[src/rtl/cpu_defs_pkg.sv]
// Shared encodings for the fetch front-end: next-PC select codes, fetch FSM states
// and the NOP instruction presented before the first fetch completes.
package cpu_defs_pkg;

    typedef enum logic [1:0] {
        NPC_PC4    = 2'b00,
        NPC_BRANCH = 2'b01,
        NPC_JAL    = 2'b10,
        NPC_JALR   = 2'b11
    } npc_op_e;

    typedef enum logic [1:0] {
        S_IDLE  = 2'b00,
        S_FETCH = 2'b01,
        S_VALID = 2'b10,
        S_TRAP  = 2'b11
    } fetch_state_e;

    localparam logic [31:0] NOP = 32'h0000_0013;

endpackage

[src/rtl/npc_gen.sv]
// Combinational next-PC selection: sequential, conditional branch, JAL and JALR.
// All arithmetic wraps modulo 2^32.
module npc_gen
    import cpu_defs_pkg::*;
(
    input  logic [31:0] pc_i,
    input  logic [1:0]  npc_op_i,
    input  logic        br_i,
    input  logic [31:0] ext_i,
    input  logic [31:0] rD1_i,
    output logic [31:0] npc_o
);

    always_comb begin
        npc_o = pc_i + 32'd4;
        case (npc_op_e'(npc_op_i))
            NPC_PC4:    npc_o = pc_i + 32'd4;
            NPC_BRANCH: if (br_i) npc_o = pc_i + ext_i;
            NPC_JAL:    npc_o = pc_i + ext_i;
            NPC_JALR:   npc_o = (rD1_i + ext_i) & ~32'h1;
            default:    npc_o = pc_i + 32'd4;
        endcase
    end

endmodule

[src/rtl/instruction_fetch.sv]
// Fetch stage: PC, instruction register and the req/ack sequencing FSM toward the IROM.
// Optional INST_ALIGN_CHECK_EN: a misaligned retire target sets a sticky flag and parks in S_TRAP.
module instruction_fetch
    import cpu_defs_pkg::*;
#(
    parameter logic [31:0] RESET_PC = 32'h0000_0000,
    parameter int          ADDR_W   = 14
) (
    input  logic              clk_i,
    input  logic              reset_i,
    output logic              irom_req_o,
    output logic [ADDR_W-1:0] irom_addr_o,
    input  logic              irom_ack_i,
    input  logic [31:0]       irom_data_i,
    output logic [31:0]       inst_o,
    output logic              inst_valid_o,
    input  logic              inst_ready_i,
    input  logic [1:0]        npc_op_i,
    input  logic              br_i,
    input  logic [31:0]       ext_i,
    input  logic [31:0]       rD1_i,
    output logic [31:0]       pc_o,
    output logic [31:0]       pc4_o,
    output logic              misalign_o
);

    fetch_state_e state_q, state_d;
    logic [31:0]  pc_q, pc_d;
    logic [31:0]  inst_q, inst_d;
    logic [31:0]  npc;

    npc_gen u_npc_gen (
        .pc_i     (pc_q),
        .npc_op_i (npc_op_i),
        .br_i     (br_i),
        .ext_i    (ext_i),
        .rD1_i    (rD1_i),
        .npc_o    (npc)
    );

`ifdef INST_ALIGN_CHECK_EN
    logic misalign_q, misalign_d;
`endif

    always_ff @(posedge clk_i or negedge reset_i) begin
        if (!reset_i) begin
            state_q <= S_IDLE;
            pc_q    <= RESET_PC;
            inst_q  <= NOP;
        end else begin
            state_q <= state_d;
            pc_q    <= pc_d;
            inst_q  <= inst_d;
        end
    end

`ifdef INST_ALIGN_CHECK_EN
    always_ff @(posedge clk_i or negedge reset_i) begin
        if (!reset_i) misalign_q <= 1'b0;
        else          misalign_q <= misalign_d;
    end
    assign misalign_o = misalign_q;
`else
    assign misalign_o = 1'b0;
`endif

    always_comb begin
        state_d = state_q;
        pc_d    = pc_q;
        inst_d  = inst_q;
`ifdef INST_ALIGN_CHECK_EN
        misalign_d = misalign_q;
`endif
        case (state_q)
            S_IDLE:  state_d = S_FETCH;
            S_FETCH: begin
                if (irom_ack_i) begin
                    inst_d  = irom_data_i;
                    state_d = S_VALID;
                end
            end
            S_VALID: begin
                if (inst_ready_i) begin
                    pc_d    = npc;
                    state_d = S_FETCH;
`ifdef INST_ALIGN_CHECK_EN
                    if (npc[1:0] != 2'b00) begin
                        misalign_d = 1'b1;
                        state_d    = S_TRAP;
                    end
`endif
                end
            end
            default: state_d = state_q;
        endcase
    end

    // Request is decoded from the state register so an async reset drops it at once.
    assign irom_req_o   = (state_q == S_FETCH);
    assign irom_addr_o  = pc_q[ADDR_W+1:2];
    assign inst_valid_o = (state_q == S_VALID);
    assign inst_o       = inst_q;
    assign pc_o         = pc_q;
    assign pc4_o        = pc_q + 32'd4;

endmodule

[config.mk]
export PLATFORM = sky130hd
export DESIGN_NAME = instruction_fetch
export DESIGN_NICKNAME = d
export VERILOG_FILES = /design/src/rtl/cpu_defs_pkg.sv /design/src/rtl/npc_gen.sv /design/src/rtl/instruction_fetch.sv
export SDC_FILE = /design/constraint.sdc
export NUM_CORES = 1
export LEC_CHECK = 0
export ABC_AREA = 1
export BUFFER_PORTS_ARGS = -buffer_cell sky130_fd_sc_hd__buf_2
export CAP_MARGIN = 20
export CORE_ASPECT_RATIO = 0.6
export CORE_MARGIN = 3
export CORE_UTILIZATION = 50
export CTS_CLUSTER_SIZE = 24
export DETAILED_ROUTE_END_ITERATION = 10
export MAX_ROUTING_LAYER = met4
export PLACE_DENSITY = 0.76
export SLEW_MARGIN = 20
export SYNTH_ARGS = -nofsm -noshare
export SYNTH_HDL_FRONTEND = slang
export SYNTH_SLANG_ARGS = --single-unit
[constraint.sdc]
create_clock -name clk_i -period 4.6 [get_ports clk_i]
set_input_delay 0.46 -clock clk_i [delete_from_list [all_inputs] [get_ports clk_i]]
set_output_delay 0.46 -clock clk_i [all_outputs]
set_load 0.03 [all_outputs]
# --- After elaboration in Yosys (flattened, before gate mapping) ---
# Cells that the tools add are included.
totals:
  regBits: 66
  in_bits: 103
  wordCells: 24
op_classes:
  n_eq_ne: 7
  muxes: 5
  n_addsub: 3
  n_reduce_logical: 6
ops:
  columns: ["op", "count"]
  rows:
  - ["32-bit case mux with 4 select lines", 1]
  - ["32-bit adder", 2]
  - ["32-bit by 3-bit adder with 32-bit output, second input constant", 1]
  - ["32-bit two-way mux", 1]
  - ["2-bit == test, second input constant", 3]
  - ["2-bit case mux with 3 select lines", 1]
  - ["2-bit by 1-bit == test with 1-bit output, second input constant", 2]
  - ["2-bit zero test", 2]
  - ["2-bit two-way mux", 2]
  - ["2-bit by 1-bit inequality test with 1-bit output, second input constant", 2]
  - ["2-bit AND reduction", 2]
  - ["3-bit AND reduction", 1]
  - ["3-bit nonzero test", 1]

# --- Logic depth before layout (Yosys ltp) ---
# Gate-level depths: netlist of the first run.
logic_depth:
  ltp_word: 3
  depth_mapped: 16
  depth_no_buf: 16

# --- Modules after synthesis ---
# From an unflattened synthesis of the first run, not the netlist that was laid out.
hier_totals:
  hier_cells: 1614
  area_unflattened_um2: 9360.2
by_module_without_submodules:
  columns: ["module", "area_per_inst_um2", "cells_each", "seq_area_each_um2", "instances"]
  rows:
  - ["npc_gen", 5764.3, 1145, 0.0, 1]
  - ["instruction_fetch", 3595.9, 469, 1655.3, 1]

# --- Least setup slack after synthesis of the first run ---
# Ideal clock, no wire load.
synth_path:
  kind: "register to output"
  from: "register pc_q[2] (netlist: pc_o[2])"
  to: "output pc4_o[18]"
  path_buffers: 0
  stages_incl_launch_ff: 7
  slack_ps: 2157
  t_arrival_ps: 1983
  cell_sequence: "dfrtp_1 -> ha_1 -> nand3_2 -> nor3_4 -> inv_1 -> nor2_1 -> xor2_1"
synth_via:
  elab_chain_cells: 1
synth_rtl:
  columns: ["element", "line_no", "source"]
  rows:
  - ["start: declaration", "instruction_fetch.sv:28", "logic [31:0] pc_q, pc_d;"]
  - ["start signal: assignment", "instruction_fetch.sv:52", "pc_q <= pc_d;"]
  - ["32-bit by 3-bit adder with 32-bit output", "instruction_fetch.sv:104", "assign pc4_o = pc_q + 32'd4;"]
  - ["end: declaration", "instruction_fetch.sv:23", "output logic [31:0] pc4_o,"]
# Every way passes these cells.

# --- Final worst setup path of the first run ---
# Ends and elaborated chain as after synthesis.

==> impl_metrics.ini, run 1 <==
[drt]
drt-total-wl_um = 34500
detail-route-antenna-nets = 0
drtIter0Drc = 1161
routedWlPerCell_um = 18.0
vias_per_cell = 5.39
drt_first_pass_iters = 6
routed-via-count = 10400
drc = 0

[cts]
h-tree-depth = 3
clock_path_buffers = 2
cts_root_buf = clkbuf_16
clock_latency_ns = 0.34
ctsResizeCount = 0
cts_sinks = 66
cts_setup_buffers = 0
cts_buffers = 9
path_clk_slew_ns = 0.07
postCtsHoldBufs = 0
cts_tree = yes

[worst_setup_path]
crit_type = flop to output pin
setup.worst_path.start_class = flop
r2r-start = pc_o[0]
critPathMaxFanout = 9
critical_path.cell_chain = ha_1 -> nand3_2 -> nor3_4 -> inv_1 -> nor2_1 -> xor2_1 -> buf_2
crit_arrival_ns = 2.41
r2r_cells = 12
cp.buffers_inverters = 2
slowest_delay_ns = 0.57
cp_top_family = simple AND/OR/NAND/NOR gates
crit_slowest_cell = dfrtp_1
worstPathRequired_ns = 4.14
regToRegSetupSlack_ns = 2.08
r2r_end = pc_o[8]
endpoint_kind = output pin

[timing]
fmax_mhz = 348
slew_headroom_pct = 48.8
drv_slew = 0
setup_violations = 0
setup_tns_ns = 0
clock_skew_ns = 0.00930
worst_pin_slew_ns = 0.760
rsz0062_at_grt = false
hold_viol = 0
layout_worst_path_cycle_share_pct = 62.5
period_needed_ns = 2.87

[synthesis]
syn_area_sq_um = 8620
syn_inst = 1493
synthDistinctLibCells = 41
synth_nets = 1660
yosys_warnings = 0
async_flop_share_pct = 100
synth.avg_cell_area_sq_um = 5.77
synth_area_leader_cell = nand2_1
synth_flop_cell = dfrtp_1
synth-seq-cells = 66
yosys.area.top_type_share_pct = 23.8
synth_area_leaders = nand2_1, dfrtp_1, inv_1
yosysSeqAreaShare_pct = 19.2
synth-edff-count = 0

[global_route]
grtUsageTotal_pct = 36.7
gr-total-overflow = 0
grt_antenna_before_repair = 0
grt_pass1_vias = 9155
grt_pass1_wl_um = 51200
grt_max_degree = 42

[floorplanning]
dieHeight_um = 108
std_cell_rows = 36
ios = 216
start_util_pct = 52.0
die_area_sq_um = 18900
fp.coreArea_sq_um = 16600
die_w_um = 176

[placed_design]
globalplace.congestion = 1.02
hpwl_um = 29300
dp_cells = 1904
io_buffers = 214

[power]
powerDensity_nw_per_um2 = 663
vdd_drop_max_mv = 0.572
power_leakage_nw = 6.01
combPwrFrac_pct = 68.8
switching_share_pct = 58.9
power_switching_mw = 3.97
seq_power_share_pct = 19.6
p_clk_share_pct = 11.7
p_int_mw = 2.76

[cells_and_area]
area_growth_pct = 17.8
multiInputGateArea_sq_um = 5700
regArea_sq_um = 1660
drive_gt1_share_pct = 16.8
mostFrequentLayoutCell = nand2_1
final.fill_count = 1685
diodes = 0
layout_common_cells = nand2_1, inv_1, buf_2
fin_nets = 1855
stdcell_count = 1921

[run]
max-cap-violations = 0

[run_status]
status = finished, final reports clean

[worst_hold_path]
hp-class = primary input to asynchronous set/reset pin
state kept, by name, summed over array words and instances, names as in the netlist:
| signal | flops |
|---|---|
| state_q | 2 |
| inst_o | 32 |
| pc_o | 32 |
kinds of logic (layout without fill, tap and decap cells):
logic type	count (synthesis)	after routing	share of synthesized area [%]
buffers and inverters	319	519	14.7
AOI/OAI and AO/OA	138	138	8.83
xor gates and xnor gates	22	22	2.32
and+or+nand+nor	851	851	41.3
adders and majority gates	64	64	9.46
other	1	1	0.0435
DFF	66	66	19.2
muxes	32	32	4.18
final cells by class:
type | instances | share of cell area, %
Clock buffer | 10 | 2.35
Clock inverter | 6 | 0.887
Inverter | 286 | 10.6
Multi-Input combinational cell | 1108 | 56.1
Sequential cell | 66 | 16.3
Tap cell | 228 | 2.81
Timing Repair Buffer | 217 | 11.0
cell usage after synthesis, types with 4 or more instances:
master and instances:
a21oi_1 62, and2_1 4, buf_4 18, clkbuf_1 13, dfrtp_1 63, ha_1 62
inv_1 284, mux2_2 32, nand2_1 546, nand3_1 106, nand3b_1 21, nand4_1 18
nor2_1 122, nor3_1 19, o21ai_0 49, o21bai_1 10, o22ai_1 5, or2_2 6
xnor2_1 7, xor2_1 14
layer usage:
metal | wire length, um | vias to the layer above | GRT usage, %
met3 | 5600 | 36 | 14.4
met1 | 16600 | 4667 | 57.2
met5 | 0 | - | -
li1 | - | 5037 | -
met4 | 444 | 0 | 5.48
met2 | 11900 | 611 | 43.2
worst max path at each step:
stage	endpoint	depth (start not counted)	slack (ns)	start
2_1_floorplan	pc4_o[18]	6	2.16	pc_o[2]
3_3_place_gp	pc_o[9]	9	1.87	npc_op_i[0]
3_5_place_dp	pc_o[9]	9	1.79	npc_op_i[0]
4_1_cts	pc4_o[18]	7	1.75	pc_o[2]
5_1_grt	pc4_o[18]	7	1.59	pc_o[2]
6_report	pc4_o[18]	7	1.73	pc_o[2]
per-stage QoR:
| step | area [sq um] | hold WS [ns] | util [%] | total power [mW] | setup slack [ns] |
|---|---|---|---|---|---|
| floorplan | 8620 | 0.164 | - | 4.48 | 2.16 |
| detailed placement | 9800 | 0.489 | 59.1 | 5.79 | 1.79 |
| global placement | 9800 | 0.482 | 59.1 | 5.77 | 1.87 |
| CTS | 10100 | 0.318 | 61.1 | 6.60 | 1.75 |
| global route | 10200 | 0.153 | 61.3 | 7.18 | 1.59 |
| finish | 10200 | 0.122 | 61.3 | 6.73 | 1.73 |
power by group through the flow:
| stage | clock network (mW) | registers (mW) | logic, mW |
|---|---|---|---|
| floorplan | 0 | 1.70 | 2.78 |
| global placement | 0 | 1.28 | 4.49 |
| detailed placement | 0 | 1.29 | 4.50 |
| CTS | 0.799 | 1.28 | 4.52 |
| global route | 0.822 | 1.34 | 5.02 |
| finish | 0.786 | 1.32 | 4.63 |
worst reg2reg max path, cell delays in order (launching register included):
cell	delay, ns
dfrtp_1	0.38
ha_1	0.19
inv_1	0.06
fa_1	0.42
inv_1	0.10
nand3_1	0.06
nand3_1	0.24
nand2_1	0.09
nand2_1	0.15
xnor2_1	0.08
o21ai_0	0.44
o22ai_1	0.18
inv_1	0.08
No activity file was read; power rests on OpenSTA's default activity.
==> run 2, diff against run 1 <==
--- a/config.mk
+++ b/config.mk
@@ -14,7 +14,7 @@
 export CTS_CLUSTER_SIZE = 24
 export DETAILED_ROUTE_END_ITERATION = 10
 export MAX_ROUTING_LAYER = met4
-export PLACE_DENSITY = 0.76
+export PLACE_DENSITY = 0.79
 export SLEW_MARGIN = 20
 export SYNTH_ARGS = -nofsm -noshare
 export SYNTH_HDL_FRONTEND = slang
==> constraint.sdc (replaced) <==
create_clock -name clk_i -period 2.4 [get_ports clk_i]
set_input_delay 0.24 -clock clk_i [delete_from_list [all_inputs] [get_ports clk_i]]
set_output_delay 0.24 -clock clk_i [all_outputs]
set_load 0.03 [all_outputs]
==> impl_metrics.ini, run 2 (synthesized netlist as in run 1, its figures left out) <==
[worst_hold_path]
hp-class = primary input to flop

[cts]
clock_latency_ns = 0.35
path_clk_slew_ns = 0.07
cts_root_buf = clkbuf_16
cts_buffers = 9
cts_tree = yes
cts_sinks = 66
h-tree-depth = 3
clock_path_buffers = 2

[cells_and_area]
layout_common_cells = nand2_1, inv_1, buf_2
fin_nets = 1919
stdcell_count = 1985
area_growth_pct = 24.5
mostFrequentLayoutCell = nand2_1
diodes = 0
drive_gt1_share_pct = 21.3
final.fill_count = 1613

[floorplanning]
die_area_sq_um = 18900
dieHeight_um = 108
die_w_um = 176
start_util_pct = 52.0
ios = 216
std_cell_rows = 36
fp.coreArea_sq_um = 16600

[global_route]
grtUsageTotal_pct = 37.6
gr-total-overflow = 0
grt_max_degree = 67
grt_pass1_wl_um = 52500
grt_antenna_before_repair = 0
grt_pass1_vias = 9552

[power]
power_mw = 13.5
power_leakage_nw = 6.31
vdd_drop_max_mv = 1.39
powerDensity_nw_per_um2 = 1260

[timing]
setup_violations = 0
clock_skew_ns = 0.0113
rsz0062_at_grt = true
hold_viol = 0
whs_ns = 0.112
slew_headroom_pct = 59.2
drv_slew = 0
period_needed_ns = 2.36
layout_worst_path_cycle_share_pct = 98.3
fmax_mhz = 424
worst_pin_slew_ns = 0.611

[placed_design]
hpwl_um = 29900
io_buffers = 214
globalplace.congestion = 1.02
dp_cells = 1960

[drt]
detail-route-antenna-nets = 0
drtIter0Drc = 1084
drt-total-wl_um = 35500
wl_met1_um = 16700
vias_per_cell = 5.34
drc = 0
dr_wl_met2_um = 13200
drt_first_pass_iters = 5
met3WireLength_um = 5240
routed.top_layer = met4
routedWlPerCell_um = 17.9
routed-via-count = 10600

[worst_setup_path]
setup.worst_path.start_class = flop
endpoint_kind = output pin
crit_slowest_cell = dfrtp_1
cp_top_family = simple AND/OR/NAND/NOR gates
cp.buffers_inverters = 3
critical_path.cell_chain = buf_4 -> nand2_1 -> nor2_1 -> nand2_1 -> nor2_4 -> a21o_1 -> nand2_1 -> inv_1 -> buf_2
crit_arrival_ns = 2.12
slowest_delay_ns = 0.46
crit_type = flop to output pin
worstPathRequired_ns = 2.16
critPathMaxFanout = 7
crit_path_frequent_cell = nand2_1

[run_status]
status = finished, final reports clean

[run]
max-cap-violations = 0
==> run 2: changes by cell type in the layout (fill, tap and decap cells not counted), moves of 5 or more <==
cell,previous run,this run
nor2_2,3,9
nor2_1,122,114
dfrtp_1,63,58
dfrtp_2,0,5
buf_4,3,64
nor3_1,19,14
==> run 2: cell type report <==
class                      count  area (sq um)  area share (%)
timing repair buffer         281          1610            15.0
inverter                     286          1070            10.0
multi-input combinational   1108          5800            54.0
tap                          228           285            2.66
sequential                    66          1660            15.5
clock inverter                 7          76.3           0.711
clock buffer                   9           225            2.10
==> run 2: layer usage <==
layer / GRT usage [%] / vias to the layer above
met3: 12.6 / 38
met4: 6.72 / 0
met1: 56.5 / 4836
met2: 48.3 / 568
met5: - / -
li1: - / 5160
==> run 2: per-stage QoR <==
stage                     setup WS, ns  instance area [sq um]  utilization (%)  setup TNS, ns
final                           0.0404                  10700             64.7              0
after global routing           -0.0258                  10700             64.7        -0.0488
after CTS                      -0.0167                  10600             63.7        -0.0167
after detailed placement         0.120                  10200             61.8              0
after global placement           0.103                  10200             61.8              0
after floorplan                0.00577                   8620                -              0
==> run 2: where the power goes <==
group	leakage, nW	internal, mW	switching [mW]
sequential	0.741	1.69	0.517
clock	0.142	0.812	0.583
combinational	5.43	3.16	6.73
total	6.31	5.66	7.83
==> run 2: worst paths after layout <==
path	startpoint	endpoint	slack, ns	cells past startpoint
worst max-delay path	pc_o[14]	pc4_o[31]	0.04	9
worst min register to register	inst_o[30]	inst_o[30]	0.50	1
max in group asynchronous	reset_i	inst_o[4]	1.59	3
worst max register to register	pc_o[11]	pc_o[29]	0.15	13
worst min-delay path	irom_data_i[12]	inst_o[12]	0.11	2
min in group asynchronous	reset_i	inst_o[27]	0.45	3
==> run 2: what timing repair did <==
| action | in CTS | in global routing |
|---|---|---|
| gates resized for setup | 3 | 32 |
| setup endpoints to repair | 10 | 33 |
| setup buffers | 0 | 8 |
| pin swaps | 0 | 3 |
| hold buffers | 1 | 0 |
| hold endpoints to repair | 63 | 0 |
